==> config.mk <==
export PLATFORM = sky130hd
export DESIGN_NAME = io_stage_flat
export DESIGN_NICKNAME = d
export VERILOG_FILES = /design/src/rtl/io_stage_if.sv /design/src/rtl/io_stage.sv /design/src/flat_wrapper.sv
export SDC_FILE = /design/constraint.sdc
export NUM_CORES = 1
export LEC_CHECK = 0
export CAP_MARGIN = 10
export CORE_AREA = 3 3 109 111
export CTS_BUF_LIST = sky130_fd_sc_hd__clkbuf_2 sky130_fd_sc_hd__clkbuf_4 sky130_fd_sc_hd__clkbuf_8
export DETAILED_ROUTE_END_ITERATION = 12
export DIE_AREA = 0 0 112 114
export PLACE_DENSITY = 0.92
export SLEW_MARGIN = 20
export SYNTH_ARGS = -nofsm -noshare
export SYNTH_HDL_FRONTEND = slang
export SYNTH_SLANG_ARGS = --single-unit
export TNS_END_PERCENT = 30
==> constraint.sdc <==
create_clock -name clock -period 1.8 [get_ports clock]
set_clock_uncertainty 0.05 [all_clocks]
set_input_delay 0.36 -clock clock [delete_from_list [all_inputs] [get_ports clock]]
set_output_delay 0.36 -clock clock [all_outputs]
set_load 0.05 [all_outputs]
==> src/rtl/io_stage_if.sv <==
// Bundle of the execute->IO->writeback handshake, SRAM read data and decode bypass record.
// The master side (execute/writeback/SRAM/decode) drives the inputs; io_stage is the slave.
interface io_stage_if #(
    parameter int DATA_WIDTH             = 32,
    parameter int REGISTER_ADDRESS_WIDTH = 5
);
    localparam int EX_W  = 2 * DATA_WIDTH + REGISTER_ADDRESS_WIDTH + 3;
    localparam int WB_W  = 2 * DATA_WIDTH + REGISTER_ADDRESS_WIDTH + 2;
    localparam int FWD_W = DATA_WIDTH + REGISTER_ADDRESS_WIDTH + 1;

    logic                  wb_allow_in;
    logic                  io_allow_in;
    logic [EX_W-1:0]       ex_to_io_bus;
    logic [DATA_WIDTH-1:0] data_read_data;
    logic [WB_W-1:0]       io_to_wb_bus;
    logic [FWD_W-1:0]      io_forward_bus;

    modport master (
        output wb_allow_in,
        output ex_to_io_bus,
        output data_read_data,
        input  io_allow_in,
        input  io_to_wb_bus,
        input  io_forward_bus
    );

    modport slave (
        input  wb_allow_in,
        input  ex_to_io_bus,
        input  data_read_data,
        output io_allow_in,
        output io_to_wb_bus,
        output io_forward_bus
    );
endinterface

==> src/rtl/io_stage.sv <==
// Memory-access stage: merges synchronous SRAM read data with the ALU result and
// keeps load data in a one-entry hold register across writeback back-pressure.
//
// state   | meaning
// --------+-----------------------------------------------------------
// S_EMPTY | no instruction in the stage
// S_FRESH | first cycle of occupancy, SRAM output belongs to this instr
// S_HELD  | later cycles of a stall, load data comes from r_held_data
module io_stage #(
    parameter int DATA_WIDTH             = 32,
    parameter int REGISTER_ADDRESS_WIDTH = 5
) (
    input  logic        clock,
    input  logic        reset,
    io_stage_if.slave   bus
);
    localparam int DW   = DATA_WIDTH;
    localparam int RAW  = REGISTER_ADDRESS_WIDTH;
    localparam int EX_W = 2 * DW + RAW + 3;

    typedef enum logic [1:0] {
        S_EMPTY = 2'd0,
        S_FRESH = 2'd1,
        S_HELD  = 2'd2
    } state_t;

    state_t          r_state;
    state_t          w_state_next;
    logic [DW-1:0]   r_pc;
    logic [DW-1:0]   r_alu_result;
    logic [DW-1:0]   r_held_data;
    logic [RAW-1:0]  r_dest;
    logic            r_reg_write;
    logic            r_from_mem;

    logic            w_ex_valid;
    logic [DW-1:0]   w_ex_pc;
    logic [DW-1:0]   w_ex_alu_result;
    logic [RAW-1:0]  w_ex_dest;
    logic            w_ex_reg_write;
    logic            w_ex_from_mem;

    logic            w_io_valid;
    logic            w_allow_in;
    logic            w_accept;
    logic [DW-1:0]   w_load_value;
    logic [DW-1:0]   w_final_result;
    logic            w_write_pending;

    assign w_ex_valid      = bus.ex_to_io_bus[EX_W-1];
    assign w_ex_pc         = bus.ex_to_io_bus[RAW+2+DW +: DW];
    assign w_ex_alu_result = bus.ex_to_io_bus[RAW+2 +: DW];
    assign w_ex_dest       = bus.ex_to_io_bus[2 +: RAW];
    assign w_ex_reg_write  = bus.ex_to_io_bus[1];
    assign w_ex_from_mem   = bus.ex_to_io_bus[0];

    always_ff @(posedge clock) begin
        if (!reset) begin
            r_state <= S_EMPTY;
        end else begin
            r_state <= w_state_next;
        end
    end

    // wb_allow_in only steers the next state; the bus fields never see it.
    always_comb begin
        w_state_next = r_state;
        w_io_valid   = (r_state != S_EMPTY);
        w_allow_in   = !w_io_valid || bus.wb_allow_in;
        w_accept     = w_allow_in && w_ex_valid;
        w_load_value = r_held_data;
        if (r_state == S_FRESH) begin
            w_load_value = bus.data_read_data;
        end
        w_final_result = r_from_mem ? w_load_value : r_alu_result;
        if (w_allow_in) begin
            w_state_next = w_ex_valid ? S_FRESH : S_EMPTY;
        end else if (r_state == S_FRESH) begin
            w_state_next = S_HELD;
        end
    end

    // Captured fields survive bubbles; downstream qualifies them with valid.
    always_ff @(posedge clock) begin
        if (!reset) begin
            r_pc         <= '0;
            r_alu_result <= '0;
            r_dest       <= '0;
            r_reg_write  <= 1'b0;
            r_from_mem   <= 1'b0;
            r_held_data  <= '0;
        end else begin
            if (w_accept) begin
                r_pc         <= w_ex_pc;
                r_alu_result <= w_ex_alu_result;
                r_dest       <= w_ex_dest;
                r_reg_write  <= w_ex_reg_write;
                r_from_mem   <= w_ex_from_mem;
            end
            if (r_state == S_FRESH) begin
                r_held_data <= bus.data_read_data;
            end
        end
    end

    assign w_write_pending = w_io_valid && r_reg_write && (r_dest != '0);

    assign bus.io_allow_in    = w_allow_in;
    assign bus.io_to_wb_bus   = {w_io_valid, r_pc, w_final_result, r_dest, r_reg_write};
    assign bus.io_forward_bus = {w_write_pending, r_dest, w_final_result};
endmodule

==> src/flat_wrapper.sv <==
// flat-port wrapper written by rule: the top's interface ports become plain ports
module io_stage_flat 
#(
    parameter int DATA_WIDTH             = 32,
    parameter int REGISTER_ADDRESS_WIDTH = 5
)
  (clock, reset, bus_wb_allow_in, bus_ex_to_io_bus, bus_data_read_data, bus_io_allow_in, bus_io_to_wb_bus, bus_io_forward_bus);
  io_stage_if #(.DATA_WIDTH(DATA_WIDTH), .REGISTER_ADDRESS_WIDTH(REGISTER_ADDRESS_WIDTH)) bus_i ();
  input  logic clock;
  input  logic reset;
  input wire logic [$bits(bus_i.wb_allow_in)-1:0] bus_wb_allow_in;
  input wire logic [$bits(bus_i.ex_to_io_bus)-1:0] bus_ex_to_io_bus;
  input wire logic [$bits(bus_i.data_read_data)-1:0] bus_data_read_data;
  output wire logic [$bits(bus_i.io_allow_in)-1:0] bus_io_allow_in;
  output wire logic [$bits(bus_i.io_to_wb_bus)-1:0] bus_io_to_wb_bus;
  output wire logic [$bits(bus_i.io_forward_bus)-1:0] bus_io_forward_bus;
  assign bus_i.wb_allow_in = bus_wb_allow_in;
  assign bus_i.ex_to_io_bus = bus_ex_to_io_bus;
  assign bus_i.data_read_data = bus_data_read_data;
  assign bus_io_allow_in = bus_i.io_allow_in;
  assign bus_io_to_wb_bus = bus_i.io_to_wb_bus;
  assign bus_io_forward_bus = bus_i.io_forward_bus;
  io_stage #(.DATA_WIDTH(DATA_WIDTH), .REGISTER_ADDRESS_WIDTH(REGISTER_ADDRESS_WIDTH)) u_core (.clock(clock), .reset(reset), .bus(bus_i));
endmodule
Word level (Yosys, flattened, before mapping):

Cells that the tools add are included.
Widths: inputs -> output; s select.

* bits in registers: 105
* latch bits: 0
* RAM bits: 0
* bits in read-only memories: 0
* logic and storage cells: 21
* memories: 0

* $add $sub $neg: 0
* $mul: 0
* divide/modulo/power cells: 0
* $lt $le $gt $ge: 0
* equal/unequal tests: 1
* shifts and indexed selects: 0
* multiplexer cells: 5
* bitwise gates (word level): 0
* reductions and logical operators: 8

Operators by type and width (number)
* $mux 32: 2
* $reduce_bool 5->1: 1
* $mux 2: 2
* $reduce_bool 2->1: 2
* $logic_and 1x1->1: 3
* $eq 2x1->1 const B: 1
* $logic_not 1->1: 1
* $logic_or 1x1->1: 1
* $mux 1: 1

Logic depth before layout (Yosys ltp):

* depth in word-level cells: 4
* depth in mapped cells: 6
* depth with buffers taken out: 3

Least setup slack after synthesis:

OpenSTA, ideal clock, no wires.

* path kind: register to output
* start point: reg u_core.r_state[0]
* end point: out bus_io_to_wb_bus[10]
* data arrival time: 2017 ps
* data required time: 1390 ps
* path slack: -627 ps
* stages on the path, launching flop included: 7
* path through: dfxtp_1 nor2b_1 buf_4 buf_6 mux2i_1 a21oi_1 buf_4

* longest elaborated chain between the ends: 3

RTL lines
* start: declaration: line io_stage.sv:27 `state_t r_state;`
* start signal: assignment: line io_stage.sv:61 `r_state <= w_state_next;`
* $eq 2x1->1: line io_stage.sv:72 `if (r_state == S_FRESH) begin`
* $mux 32
* $mux 32: line io_stage.sv:75 `w_final_result = r_from_mem ? w_load_value : r_alu_result;`
* end: declaration: line flat_wrapper.sv:15 `output wire logic [$bits(bus_i.io_to_wb_bus)-1:0] bus_io_to_wb_bus;`

Every way passes these cells.

Final worst setup path:

* start point: reg u_core.r_state[0]
* end point: out bus_io_to_wb_bus[34]

Same word-level chain as after synthesis.

==> flow_summary.ini <==
[global_route]
grt_first_pass_wirelength_mm = 21.89
grt_pass1_vias = 4423
grt_max_degree = 76
antenna_found_initial = 0
track_usage = 0.2124
grt_overflow = 0

[layout]
drive_gt1_frac = 0.3156
fin_cells = 875
final_area_um2 = 7821
utilization = 0.7183
nNetsFinal = 838
diodes = 0
fillCellCount = 727
syn2layout_area_growth_pct = 67.59

[logic_synthesis]
synth_flop_cell = dfxtp_1
yosysMostFrequentCell = nand2_1
syn-num-nets = 643
seq_area_frac_synth = 0.4504
netlist_top_cells_area = dfxtp_1 45%, mux2i_1 22%, nand2_1 12%
synth_compound_area_frac = 0.03968
async_reset_ff_frac = 0
synth_mux_area_frac = 0.2209
synth-simple-area-share = 0.1729
syn-cell-area_um2 = 4667
yosysTopAreaCell = dfxtp_1
synth_top_area_share = 0.4504
synth_xor_area_frac = 0
synth_edf_count = 0
synth_top_family_by_area = multiplexers
synthTopCellsByCount = 143 x nand2_1, 105 x dfxtp_1, 103 x mux2i_1, 67 x nor2_1, 43 x buf_4
synthCells = 536
synthAdderAreaFrac = 0
synth.avg_cell_area_um2 = 8.707
ys_ff_latch = 105
ys_warn_count = 0
ys_types = 16

[pwr]
total_power_uw = 6550
p_leak_uw = 0.003294
ir_drop_uv = 451.6
swShare = 0.3707
p_seq_frac = 0.393
switching_power_uw = 2428
comb_power_share = 0.409
intPower_uw = 4122
clkPwrFrac = 0.199
power_density_nw_per_um2 = 837.4

[route]
wirelength_mm = 14.85
num_vias = 4300
ant_nets = 0
drtPass1Iterations = 4
drtIter0Drc = 173
drc = 0
vias_per_cell = 4.914
drt-wirelength-per-cell_um = 16.97

[timing]
finalCritPeriodShare = 1.218
fin_crit_ns = 2.193
fmax_mhz = 456.0
slew_headroom = 0.7237
setup_ws_ns = -0.3932
tightest_slew_ns = 0.4141
hold_viol_final = 0
maxSlewViolCount = 0
grt_setup_unrepaired = true
finalSetupViolCount = 65

[worst_setup_path]
cp-end-kind = output pin
cp_max_fo = 6
path_cells = nor2b_4 -> buf_6 -> buf_12 -> mux2i_2 -> buf_4 -> a21oi_4 -> buf_6
worstSetupPathType = reg -> out
slowest_delay_ns = 0.34
critPathSlowestCell = dfxtp_2
worstPathRequired_ns = 1.39
worst_ep_arrival_time_ns = 1.78
crit_top_cell = buf_6
setup.worst_path.start_class = flop

[clocking]
ctsHoldBuffers = 0
cts_buffers = 9
clk_latency_ns = 0.35
h-tree-depth = 3
cts_tree = yes
cts.sinks = 105
cts_root_buffer = clkbuf_8
clkTransAtPathRegs_ns = 0.09
cts_buffer_depth = 2

[die]
core_um2 = 10890
pin_count = 217
floorplan.die_area_um2 = 12770
die_h_um = 114
die_w_um = 112
row_count = 38
initial_utilization = 0.4286

[placed_design]
place_area_um2 = 7204
pre_cts_ws_ns = -0.04914
port_buffers = 216
globalplace.congestion = 0.7948
place_hpwl_mm = 10.40
dp.cells = 847

[flow_run]
cap_violations = 0

[status]
status = finished, violations left
violations = setup timing

[hold_path]
holdCritPathClass = reg -> reg
critical path: cells and delay by family (launching register included):
kind	cells	cell delay, ns
compound gates	1	0.06
buf+inv	4	0.62
flops	1	0.34
mux	1	0.23
simple gates	1	0.17
power by group through the flow:
stage	Sequential (uW)	Combinational, uW	Clock, uW
CTS	2560	2550	1320
global route	2590	2780	1420
global placement	2600	2450	0
detailed placement	2610	2490	0
floorplan	2780	1490	0
finish	2570	2680	1300
registers in the layout, summed over array words and instances (netlist names):
| signal | cells |
|---|---|
| u_core.r_state | 2 |
| u_core.r_dest | 5 |
| u_core.r_reg_write | 1 |
| u_core.r_alu_result | 32 |
| u_core.r_pc | 32 |
| u_core.r_held_data | 32 |
| u_core.r_from_mem | 1 |
routing by layer:
| layer | track usage | vias to the layer above | share of wire |
|---|---|---|---|
| li1 | - | 2080 | - |
| met1 | 0.2330 | 2009 | 0.37 |
| met2 | 0.3905 | 185 | 0.53 |
| met3 | 0.05676 | 26 | 0.074 |
| met4 | 0.08413 | 0 | 0.022 |
| met5 | 0 | - | 0 |
cell usage in the layout, fill, tap and decap left out, types with 3 or more instances in the layout:
cell type	instances
a21oi_4	31
buf_12	34
buf_4	88
buf_6	33
clkbuf_8	9
clkdlybuf4s50_1	105
clkinv_2	3
dfxtp_1	100
dfxtp_2	4
mux2i_1	84
mux2i_2	9
mux2i_4	10
nand2_1	143
nor2_1	66
stage by stage:
step,setup TNS [ns],hold WS (ns)
detailed placement,-0.8645,0.3991
global route,-26.74,0.4276
finish,-21.35,0.4143
CTS,-24.12,0.4149
floorplan,-3.054,0.3847
global placement,-0.05554,0.3922
path summary, 6_finish.rpt:
kind	start	end	slack, ns	cells after the start
max	u_core.r_state[0]	bus_io_to_wb_bus[34]	-0.39	7
min reg2reg	u_core.r_pc[4]	u_core.r_pc[4]	0.41	2
min	u_core.r_pc[4]	u_core.r_pc[4]	0.41	2
max reg2reg	u_core.r_state[0]	u_core.r_held_data[28]	0.27	7
area by class of cell:
class,instances,area (um2),share of cell area
clock buffers,11,138.9,0.01776
clock inverters,4,22.52,0.002880
inverters,2,7.507,0.0009598
multi-input cells,351,2552,0.3263
flip-flops and latches,105,2111,0.2699
well taps,140,175.2,0.02240
repair buffers,262,2814,0.3598
cells by family (layout without fill, tap and decap cells):
family / after synthesis / in the layout
and+or+nand+nor: 213 / 213
DFF: 105 / 105
muxes: 103 / 103
buffers and inverters: 80 / 279
AOI/OAI and AO/OA: 35 / 35
repair_timing:
item,4_1_cts,5_1_grt
buffers inserted,0,10
endpoints found under the setup margin,65,66
pin swaps,1,2
resized for setup,32,41
cloned,0,3
Note: power is estimated with default switching activity, not from simulation.
